## config.mk

```make
export PLATFORM = sky130hd
export DESIGN_NAME = mode_req_arbiter
export DESIGN_NICKNAME = d
export VERILOG_FILES = /design/src/rtl/mode_arb_pkg.sv /design/src/rtl/mode_arb_rr_pick.sv /design/src/rtl/mode_req_arbiter.sv
export SDC_FILE = /design/constraint.sdc
export NUM_CORES = 1
export LEC_CHECK = 0
export ABC_AREA = 1
export CAP_MARGIN = 10
export CORE_MARGIN = 1.5
export CORE_UTILIZATION = 33
export CTS_CLUSTER_SIZE = 16
export DETAILED_ROUTE_END_ITERATION = 8
export PLACE_DENSITY = 0.91
export SLEW_MARGIN = 15
export SYNTH_ARGS = -nofsm -noshare
export SYNTH_HDL_FRONTEND = slang
export SYNTH_SLANG_ARGS = --single-unit
```

## constraint.sdc

```tcl
create_clock -name clk -period 2.77 [get_ports clk]
set_clock_uncertainty 0.05 [all_clocks]
set_input_delay 0.277 -clock clk [delete_from_list [all_inputs] [get_ports clk]]
set_output_delay 0.277 -clock clk [all_outputs]
set_load 0.1 [all_outputs]
```

## src/rtl/mode_arb_pkg.sv

```systemverilog
// Shared types and default parameters for the mode/subtype request arbiter.
// Optional strict-priority build switch: MODE_ARB_PRIO_EN.
package mode_arb_pkg;

  typedef enum logic [0:0] {
    ARB_IDLE  = 1'b0,
    ARB_GRANT = 1'b1
  } arb_state_e;

  typedef logic [2:0] mode_t;

  localparam int DEF_NUM_REQ   = 4;
  localparam int DEF_DATA_W    = 16;
  localparam int DEF_MAX_BURST = 8;

endpackage

```

## src/rtl/mode_arb_rr_pick.sv

```systemverilog
// Combinational round-robin pick: first set request strictly after ptr_i, with wrap.
// Rotates the request vector so the search always starts at bit 0, then priority-encodes.
module mode_arb_rr_pick #(
  parameter int N     = 4,
  parameter int IDX_W = $clog2(N)
) (
  input  logic [N-1:0]     req_i,
  input  logic [IDX_W-1:0] ptr_i,
  output logic [IDX_W-1:0] idx_o,
  output logic             found_o
);

  logic [2*N-1:0] req2_s;
  logic [IDX_W:0] shift_s;
  logic [N-1:0]   rot_s;

  // Map a rotated position back to a requester index (sum never reaches 2*N).
  function automatic logic [IDX_W-1:0] wrap_idx(input logic [IDX_W:0] base, input int unsigned off);
    logic [IDX_W:0] sum;
    sum = base + (IDX_W+1)'(off);
    sum = (sum >= (IDX_W+1)'(N)) ? (sum - (IDX_W+1)'(N)) : sum;
    return IDX_W'(sum);
  endfunction

  assign req2_s  = {req_i, req_i};
  assign shift_s = {1'b0, ptr_i} + (IDX_W+1)'(1);
  assign rot_s   = N'(req2_s >> shift_s);

  // Lowest set rotated bit wins; scan downward so the last hit is the lowest.
  always_comb begin
    idx_o   = '0;
    found_o = |rot_s;
    for (int i = N - 1; i >= 0; i--) begin
      idx_o = rot_s[i] ? wrap_idx(shift_s, i) : idx_o;
    end
  end

endmodule

```

## src/rtl/mode_req_arbiter.sv

```systemverilog
// Round-robin arbiter sharing one mode/subtype datapath among NUM_REQ burst requesters.
// Build switch MODE_ARB_PRIO_EN: requester 0 gets strict priority over the round-robin group.
module mode_req_arbiter
  import mode_arb_pkg::*;
#(
  parameter  int NUM_REQ   = DEF_NUM_REQ,
  parameter  int DATA_W    = DEF_DATA_W,
  parameter  int MAX_BURST = DEF_MAX_BURST,
  localparam int IDX_W     = $clog2(NUM_REQ)
) (
  input  logic                           clk,
  input  logic                           rst,
  input  logic [NUM_REQ-1:0]             req_valid,
  input  logic [NUM_REQ-1:0]             req_last,
  input  mode_t [NUM_REQ-1:0]            req_mode,
  input  logic [NUM_REQ-1:0][DATA_W-1:0] req_data,
  output logic [NUM_REQ-1:0]             req_ready,
  output logic                           out_valid,
  input  logic                           out_ready,
  output mode_t                          out_mode,
  output logic [DATA_W-1:0]              out_data,
  output logic                           out_last,
  output logic [IDX_W-1:0]               out_src,
  output logic                           busy
);

  localparam int BCW = $clog2(MAX_BURST + 1);

  arb_state_e       state_q, state_d;
  logic [IDX_W-1:0] rr_ptr_q, rr_ptr_d;
  logic [IDX_W-1:0] gnt_idx_q, gnt_idx_d;
  logic [BCW-1:0]   beat_cnt_q, beat_cnt_d;
  logic [NUM_REQ-1:0] pick_req_s;
  logic [IDX_W-1:0] pick_idx_s;
  logic             pick_found_s;
  logic             accept_s;

`ifdef MODE_ARB_PRIO_EN
  assign pick_req_s = {req_valid[NUM_REQ-1:1], 1'b0};
`else
  assign pick_req_s = req_valid;
`endif

  mode_arb_rr_pick #(
    .N     (NUM_REQ),
    .IDX_W (IDX_W)
  ) u_pick (
    .req_i   (pick_req_s),
    .ptr_i   (rr_ptr_q),
    .idx_o   (pick_idx_s),
    .found_o (pick_found_s)
  );

  // State, pointer, grant index and beat counter registers.
  always_ff @(posedge clk) begin
    if (rst) begin
      state_q    <= ARB_IDLE;
      rr_ptr_q   <= IDX_W'(NUM_REQ - 1);
      gnt_idx_q  <= '0;
      beat_cnt_q <= '0;
    end else begin
      state_q    <= state_d;
      rr_ptr_q   <= rr_ptr_d;
      gnt_idx_q  <= gnt_idx_d;
      beat_cnt_q <= beat_cnt_d;
    end
  end

  // Arbitration, zero-latency forwarding and release decision.
  always_comb begin
    state_d    = state_q;
    rr_ptr_d   = rr_ptr_q;
    gnt_idx_d  = gnt_idx_q;
    beat_cnt_d = beat_cnt_q;
    out_valid  = 1'b0;
    out_mode   = 3'b000;
    out_data   = '0;
    out_last   = 1'b0;
    req_ready  = '0;
    accept_s   = 1'b0;
    busy       = (state_q == ARB_GRANT);
    out_src    = gnt_idx_q;

    case (state_q)
      ARB_IDLE: begin
        beat_cnt_d = '0;
`ifdef MODE_ARB_PRIO_EN
        if (req_valid[0]) begin
          gnt_idx_d = '0;
          state_d   = ARB_GRANT;
        end else if (pick_found_s) begin
          gnt_idx_d = pick_idx_s;
          state_d   = ARB_GRANT;
        end else begin
          state_d   = ARB_IDLE;
        end
`else
        if (pick_found_s) begin
          gnt_idx_d = pick_idx_s;
          state_d   = ARB_GRANT;
        end else begin
          state_d   = ARB_IDLE;
        end
`endif
      end

      ARB_GRANT: begin
        out_valid            = req_valid[gnt_idx_q];
        out_mode             = req_mode[gnt_idx_q];
        out_data             = req_data[gnt_idx_q];
        out_last             = req_last[gnt_idx_q] || (beat_cnt_q == BCW'(MAX_BURST - 1));
        req_ready[gnt_idx_q] = out_ready;
        accept_s             = out_valid && out_ready;
        if (accept_s && out_last) begin
          state_d    = ARB_IDLE;
          beat_cnt_d = '0;
`ifdef MODE_ARB_PRIO_EN
          // Requester 0 grants leave the round-robin position untouched.
          rr_ptr_d   = (gnt_idx_q != '0) ? gnt_idx_q : rr_ptr_q;
`else
          rr_ptr_d   = gnt_idx_q;
`endif
        end else if (accept_s) begin
          beat_cnt_d = beat_cnt_q + BCW'(1);
        end else begin
          state_d    = ARB_GRANT;
        end
      end

      default: begin
        state_d = ARB_IDLE;
      end
    endcase
  end

endmodule
```

==> flow_metrics.env, run 1 <==
export IMPL_syn_avg_cell_area_um2=5.47
export IMPL_worst_setup_path_type="flip-flop to output pin"
export IMPL_setup_violations=0
export IMPL_status="completed"
export IMPL_cts_sinks=9
export IMPL_num_rows=21
export IMPL_synth_area_top_cells="nand2_1, dfxtp_1, a22oi_1"
export IMPL_period_needed_ns=2.16
export IMPL_min_path_type="flip-flop to flip-flop"
export IMPL_syn_num_nets=312
export IMPL_met1_length_mm=2.10
export IMPL_cts_buffers=3
export IMPL_grt_pass1_vias=2028
export IMPL_die_area_um2=4090
export IMPL_cts_tree="yes"
export IMPL_finalHoldViolations=0
export IMPL_synth_cell_type_count=25
export IMPL_grt_max_degree=23
export IMPL_clock_fmax_ghz=0.463
export IMPL_worstSetupStartpointType="flip-flop"
export IMPL_total_leakage_power_nw=1.13
export IMPL_cts_resized=0
export IMPL_antenna_found_initial=0
export IMPL_finalMaxSlewViolations=0
export IMPL_root_buffer="clkbuf_8"
export IMPL_min_period_over_period_pct=78.0
export IMPL_postRouteWirelength_mm=6.03
export IMPL_power_density_nw_per_um2=466
export IMPL_ys_ff_latch=9
export IMPL_io_pins=115
export IMPL_relSlewSlack_pct=61.9
export IMPL_worstPathArrival_ns=1.83
export IMPL_hpwl_mm=4.91
export IMPL_overflow=0
export IMPL_layout_drive_gt1_share_pct=22.7
export IMPL_wl_met3_um=404
export IMPL_final_util_pct=85.9
export IMPL_placed_area_um2=2910
export IMPL_clock_latency_ns=0.23
export IMPL_synth_top_area_share_pct=27.3
export IMPL_area_delta_synth_final_pct=141
export IMPL_cp_max_fo=21
export IMPL_n_antenna_cell=0
export IMPL_clkTransAtPathRegs_ns=0.04
export IMPL_worst_pin_slew_ns=0.571
export IMPL_syn_inst=224
export IMPL_ctsHoldBuffers=0
export IMPL_grt_pass1_wl_mm=9.47
export IMPL_wl_per_cell_um=15.8
export IMPL_finalSetupTns_ns=0
export IMPL_vias=2024
export IMPL_grt_util_all_layers_pct=29.2
export IMPL_vdd_ir_drop_max_mv=0.455
export IMPL_start_util_pct=35.6
export IMPL_end_kind="output pin"
export IMPL_port_buffers=114
export IMPL_core_area_um2=3440
export IMPL_routed_top_layer="met4"
export IMPL_ys_warn_count=0
export IMPL_htree_levels=1
export IMPL_rsz0062_at_grt="false"
export IMPL_fp_dieH_um=63.9
export IMPL_die_w_um=63.9
export IMPL_postLayoutCellArea_um2=2960
export IMPL_maxCapViolations=0
export IMPL_drc_errors=0
export IMPL_drt_antenna_violating_nets=0
export IMPL_gp_congestion=0.809
export IMPL_synth_area_um2=1220
export IMPL_yosysSeqAreaShare_pct=14.7
export IMPL_cp_data_required_time_ns=2.44
export IMPL_dr_pass1_iters=5
export IMPL_vias_per_cell=5.31
export IMPL_wl_met2_mm=3.34
export IMPL_final_nets=424
export IMPL_clockBufferDepth=2
export IMPL_dr_first_iter_drc_count=106
export IMPL_synth_largest_area_cell="nand2_1"
export IMPL_cts_setup_buffers=0
-- placed cells by master, fill, tap and decap left out --
cell	count
a22oi_1	19
dfxtp_2	2
xnor2_1	1
a21boi_0	1
nor3_2	2
o21ai_1	1
nor2_1	11
a21oi_1	9
nand2_2	2
clkdlybuf4s50_1	86
nor2_4	2
a31oi_4	19
nand3_2	1
dfxtp_1	7
nor2_2	3
buf_12	22
nand3b_1	1
ha_1	1
clkbuf_8	3
clkbuf_1	1
xor2_1	1
nand3_1	16
nand2_1	89
or2_0	1
inv_2	7
inv_1	14
buf_4	12
nand4_2	1
-- state kept, by name, summed over array words and instances, names as in the netlist --
name	flops
out_src	2
rr_ptr_q	2
busy	1
beat_cnt_q	4
-- cell usage after synthesis, drive strengths merged --
cell	instances
nand2	91
inv	21
a22oi	19
a31oi	19
nand3	17
nor2	16
buf	10
a21oi	9
dfxtp	9
clkbuf	3
nor3	2
a21boi	1
ha	1
nand3b	1
nand4	1
o21ai	1
or2	1
xnor2	1
xor2	1
-- routing by layer --
metal,GRT usage [%],up-vias
met2,58.1,98
li1,-,976
met4,8.42,0
met3,7.57,16
met1,29.0,934
met5,0,-
-- logic make-up after synthesis --
group,after synthesis,synth area share [%]
compound gates,49,26.0
fa+ha+maj,1,1.02
buf+inv,34,12.5
xor+xnor,2,1.43
flops,9,14.7
simple gates,129,44.3
-- critical path: stages, from the launching register on --
cell	delay (ns)
dfxtp_1	0.49
nand2_1	0.15
inv_2	0.30
nand2_1	0.19
a31oi_4	0.27
buf_12	0.20
-- cell type report --
type	count	area (µm²)
timing repair buffer	120	1390
clock buffer	4	45.0
fill	196	487
sequential	9	183
tap	46	57.6
multi-input combinational	181	1200
inverter	21	78.8
-- per-stage QoR --
stage | power (mW) | worst slack (ns) | std cells | hold slack, ns
2_1_floorplan | 0.833 | 0.0146 | 224 | 0.289
3_3_place_gp | 1.20 | 0.958 | 377 | 0.429
6_report | 1.38 | 0.609 | 381 | 0.467
4_1_cts | 1.38 | 0.614 | 381 | 0.464
3_5_place_dp | 1.23 | 0.864 | 377 | 0.458
5_1_grt | 1.44 | 0.433 | 381 | 0.498
-- final timing paths --
| check | cells after the start | from | to | slack (ns) |
|---|---|---|---|---|
| setup / recovery | 5 | out_src[1]$_SDFFE_PP0P_ | out_data[15] | 0.61 |
| setup reg to reg | 9 | out_src[1]$_SDFFE_PP0P_ | busy$_SDFF_PP0_ | 0.94 |
| hold reg to reg | 2 | beat_cnt_q[0]$_SDFFE_PP0P_ | beat_cnt_q[0]$_SDFFE_PP0P_ | 0.47 |
| hold / removal | 2 | beat_cnt_q[0]$_SDFFE_PP0P_ | beat_cnt_q[0]$_SDFFE_PP0P_ | 0.47 |
-- power by group --
group | switching (mW) | internal, mW
Clock | 0.0509 | 0.100
Sequential | 0.0195 | 0.139
Combinational | 0.663 | 0.403
Total | 0.734 | 0.643
Note: power is estimated with default switching activity, not from simulation.
==> run 2: changes to the inputs <==
--- a/config.mk
+++ b/config.mk
@@ -8,10 +8,10 @@
 export ABC_AREA = 1
 export CAP_MARGIN = 10
 export CORE_MARGIN = 1.5
-export CORE_UTILIZATION = 33
+export CORE_UTILIZATION = 31
 export CTS_CLUSTER_SIZE = 16
 export DETAILED_ROUTE_END_ITERATION = 8
-export PLACE_DENSITY = 0.91
+export PLACE_DENSITY = 0.86
 export SLEW_MARGIN = 15
 export SYNTH_ARGS = -nofsm -noshare
 export SYNTH_HDL_FRONTEND = slang
==> constraint.sdc (replaced) <==
create_clock -name clk -period 2 [get_ports clk]
set_clock_uncertainty 0.05 [all_clocks]
set_input_delay 0.2 -clock clk [delete_from_list [all_inputs] [get_ports clk]]
set_output_delay 0.2 -clock clk [all_outputs]
set_load 0.1 [all_outputs]
==> run 2 against run 1 <==
Effect of this change: via count is 1.5% lower; highest routed layer unchanged; worst setup slack worse by 0.53 ns; clock-buffer cell count is 1 lower; sequential share of layout area hardly changed; flip-flop and latch count stayed put; die area is 6.1% higher; core utilization is 3.1 points lower; critical path depth stayed put; routed wire length is 7.2% higher.
==> flow_metrics.env, run 2 (synthesized netlist as in run 1, its figures left out) <==
export IMPL_status="completed"
export IMPL_grt_pass1_wl_mm=9.14
export IMPL_worst_setup_path_type="flip-flop to output pin"
export IMPL_fp_dieH_um=65.9
export IMPL_drt_antenna_violating_nets=0
export IMPL_min_path_type="flip-flop to flip-flop"
export IMPL_final_nets=424
export IMPL_finalMaxSlewViolations=0
export IMPL_finalHoldViolations=0
export IMPL_cp_max_fo=20
export IMPL_cp_cell_sequence="nor2_2 -> buf_4 -> a22oi_1 -> a31oi_4 -> buf_12"
export IMPL_vdd_ir_drop_max_mv=0.651
export IMPL_postRouteWirelength_mm=6.46
export IMPL_largest_reg_flops=4
export IMPL_ctsHoldBuffers=0
export IMPL_drc_errors=0
export IMPL_io_pins=115
export IMPL_worstSetupStartpointType="flip-flop"
export IMPL_worst_pin_slew_ns=0.377
export IMPL_grt_pass1_vias=1838
export IMPL_n_antenna_cell=0
export IMPL_cts_tree="yes"
export IMPL_multi_input_area_um2=1230
export IMPL_port_buffers=114
export IMPL_cts_sinks=9
export IMPL_die_area_um2=4340
export IMPL_num_rows=22
export IMPL_dr_first_iter_drc_count=115
export IMPL_min_period_over_period_pct=96.2
export IMPL_antenna_found_initial=0
export IMPL_critPathLaunch="out_src[0]$_SDFFE_PP0P_"
export IMPL_seqCellArea_um2=191
export IMPL_core_area_um2=3720
export IMPL_maxCapViolations=0
export IMPL_grt_util_all_layers_pct=27.1
export IMPL_worst_hold_slack_ns=0.469
export IMPL_clock_fmax_ghz=0.520
export IMPL_die_w_um=65.9
export IMPL_start_util_pct=33.0
export IMPL_root_buffer="clkbuf_8"
export IMPL_clockBufferDepth=2
export IMPL_total_leakage_power_nw=1.15
export IMPL_period_needed_ns=1.92
export IMPL_largest_register="beat_cnt_q"
export IMPL_cp_data_required_time_ns=1.75
export IMPL_relSlewSlack_pct=74.9
export IMPL_hpwl_mm=5.18
export IMPL_placed_area_um2=3000
export IMPL_setup_violations=0
export IMPL_gp_congestion=0.868
export IMPL_htree_levels=1
export IMPL_r2r_start="out_src[0]$_SDFFE_PP0P_"
export IMPL_layout_drive_gt1_share_pct=24.2
export IMPL_end_kind="output pin"
export IMPL_critical_path_max_stage_delay_ns=0.44
export IMPL_grt_max_degree=24
export IMPL_num_fill_cells=211
export IMPL_cpMaxStageDelayCell="dfxtp_4"
export IMPL_cts_buffers=3
export IMPL_area_delta_synth_final_pct=151
export IMPL_dr_pass1_iters=4
export IMPL_hold_start="beat_cnt_q[1]$_SDFFE_PP0P_"
export IMPL_vias=1994
export IMPL_postLayoutCellArea_um2=3070
export IMPL_overflow=0
export IMPL_clkTransAtPathRegs_ns=0.05
export IMPL_worstPathArrival_ns=1.67
export IMPL_rsz0062_at_grt="false"
export IMPL_final_common_cell="nand2_1"
export IMPL_final_cell_mix="nand2_1, clkdlybuf4s50_1, buf_12, a22oi_1, a31oi_4"
export IMPL_power_density_nw_per_um2=636
export IMPL_vias_per_cell=5.21
export IMPL_wl_per_cell_um=16.9
export IMPL_clock_latency_ns=0.24
[run 2: cell count changes in the layout (fill, tap and decap cells not counted), moves of 2 or more]
cell and delta:
dfxtp_2 -2, nor3_2 -2, nor2_4 +3, nor3_4 +2, buf_4 -7, inv_4 +2
buf_12 +5, nor2_1 -2, inv_2 -2, dfxtp_4 +3
[run 2: worst max-delay path: cells and delay by family, from the launching register on]
family	cells	cell delay, ns
AO/OA/AOI/OAI	2	0.52
buffers and inverters	2	0.40
flip-flops	1	0.44
AND/OR/NAND/NOR	1	0.07
[run 2: per-stage QoR]
| step | std cells | setup WS, ns | power [mW] | setup TNS (ns) | utilization [%] |
|---|---|---|---|---|---|
| after global routing | 383 | 0.00762 | 2.02 | 0 | 82.7 |
| after global placement | 377 | 0.295 | 1.70 | 0 | 80.8 |
| after floorplan | 224 | -0.0360 | 1.18 | -0.430 | - |
| final | 383 | 0.0768 | 1.95 | 0 | 82.7 |
| after detailed placement | 377 | 0.255 | 1.73 | 0 | 80.8 |
| after CTS | 381 | 0.0430 | 1.94 | 0 | 82.1 |
[run 2: layer usage]
layer | global-route usage [%] | routed length (µm)
met3 | 5.28 | 512
met1 | 31.9 | 2550
met4 | 5.73 | 108
met2 | 50.4 | 3290
met5 | 0 | 0
[run 2: cell type report]
type                            instances  share of cell area (%)
Clock buffer                            3                    1.34
Clock inverter                          1                   0.163
Inverter                               21                    2.73
Multi-Input combinational cell        181                    40.2
Sequential cell                         9                    6.23
Tap cell                               48                    1.95
Timing Repair Buffer                  120                    47.4
[run 2: final timing paths]
check | to | slack, ns | depth (start not counted)
worst max-delay path | out_data[12] | 0.08 | 5
worst min register to register | beat_cnt_q[1]$_SDFFE_PP0P_ | 0.47 | 2
worst max register to register | beat_cnt_q[0]$_SDFFE_PP0P_ | 0.34 | 9
worst min-delay path | beat_cnt_q[1]$_SDFFE_PP0P_ | 0.47 | 2
[run 2: power by group]
group | total [mW] | switching [mW] | internal [mW]
Clock | 0.213 | 0.0768 | 0.136
Sequential | 0.228 | 0.0347 | 0.193
Combinational | 1.51 | 0.928 | 0.586
[run 2: timing repair]
action | 4_1_cts | 5_1_grt
buffers inserted | 0 | 1
cloned | 0 | 1
gates resized for setup | 1 | 3
pin swaps | 0 | 1
setup endpoints to repair | 1 | 9
==> patch, RTL diff (config.mk and constraints of run 2) <==
The package constant `DEF_MAX_BURST` goes from 8 to 16.
--- a/src/rtl/mode_arb_pkg.sv
+++ b/src/rtl/mode_arb_pkg.sv
@@ -11,7 +11,7 @@
 
   localparam int DEF_NUM_REQ   = 4;
   localparam int DEF_DATA_W    = 16;
-  localparam int DEF_MAX_BURST = 8;
+  localparam int DEF_MAX_BURST = 16;
 
 endpackage
 
Function: changed (a bounded check fails within 10 cycles, from zero or initial values and one cycle with rst high).
==> patch against run 2 <==
Synthesized cell count is 2.2% higher. Area after synthesis is 3.9% higher. Clock power is 19% higher. Setup slack worse by 0.0057 ns. Combinational power is 8% lower. Global-route usage is 1.7 points lower. Maximum frequency is 0.30% lower. Power is 3.7% lower. Routed wire length is 9.5% lower. Design area is 1.8% higher. Critical path type unchanged. Sequential cell count is 1 higher.
==> patch: results (changes against run 2) <==
* Hold path startpoint: beat_cnt_q[3]$_SDFFE_PP0P_
* # resized after CTS at 0 (-1)
* Nets at 431 (+1.7%)
* Met3 capacity usage during global routing at 0.0693 (+0.0164)
* Filler Cell Count at 268 (+27%)
* Met2 Resource Use GR at 0.457 (-0.0471)
* Compound-Gate Fraction of Synth Area at 0.279 (+0.0188)
* Non-Clock Buffer Count at 122 (+1.7%)
* Largest net degree at the start of global routing at 23 (-4.2%)
* Crit path to: out_last
* Initial DRC count at 164 (+43%)
* Vias in the first global route at 1863 (+1.4%)
* # clk buffers at 4 (+1)
* GR Layer Usage met1 at 0.286 (-0.0323)
* Pre-CTS WS at 0.247 ns (-0.00809 ns)
* Crit Path Max Fanout at 13 (-35%)
* DP Wirelength at 4810 um (-7.1%)
* Status: finished, final reports clean
* R2R Path End: beat_cnt_q[3]$_SDFFE_PP0P_
* R2R Path Start: beat_cnt_q[0]$_SDFFE_PP0P_
* R2R setup slack at 0.24 ns (-0.10 ns)
* P_int at 0.925 mW (+1.1%)
* GRT Total Usage at 0.255 (-0.0165)
* Mapped Nets at 318 (+1.9%)
* Avg Cell Area, Syn at 5.56 um2 (+1.6%)
* Sequential share of the synthesized area at 0.157 (+0.0102)
* Met2 wire length at 3110 um (-5.4%)
* Max Clock Freq at 518 MHz (-0.30%)
* Combinational Power Share at 0.740 (-0.034)
[patch: cell count changes in the layout (fill, tap and decap cells not counted), sizes merged]
cell / delta
nand2: -1
nand4: -1
or2: -1
clkinv: -1
o21ai: +2
and2: +1
ha: +1
nor2: +2
nand3: -3
o211ai: +2
dfxtp: +1
buf: +3
xnor2: +1
[patch: through the flow]
step | cell area [um2] | TNS, ns | util | power (mW) | hold slack [ns]
finish | 3130 | 0 | 0.788 | 1.88 | 0.443
global route | 3130 | -0.00157 | 0.788 | 1.96 | 0.479
CTS | 3130 | 0 | 0.787 | 1.89 | 0.441
detailed placement | 3070 | 0 | 0.773 | 1.63 | 0.433
global placement | 3070 | 0 | 0.773 | 1.61 | 0.422
floorplan | 1670 | -0.0307 | - | 1.13 | 0.382
[patch: worst max-delay path, stage by stage (launching register included)]
cell	delay, ns
dfxtp_4	0.42
inv_4	0.07
nor2_4	0.23
buf_12	0.18
nand2_1	0.06
nand2_1	0.09
nor2_2	0.08
nor2_4	0.12
buf_12	0.18
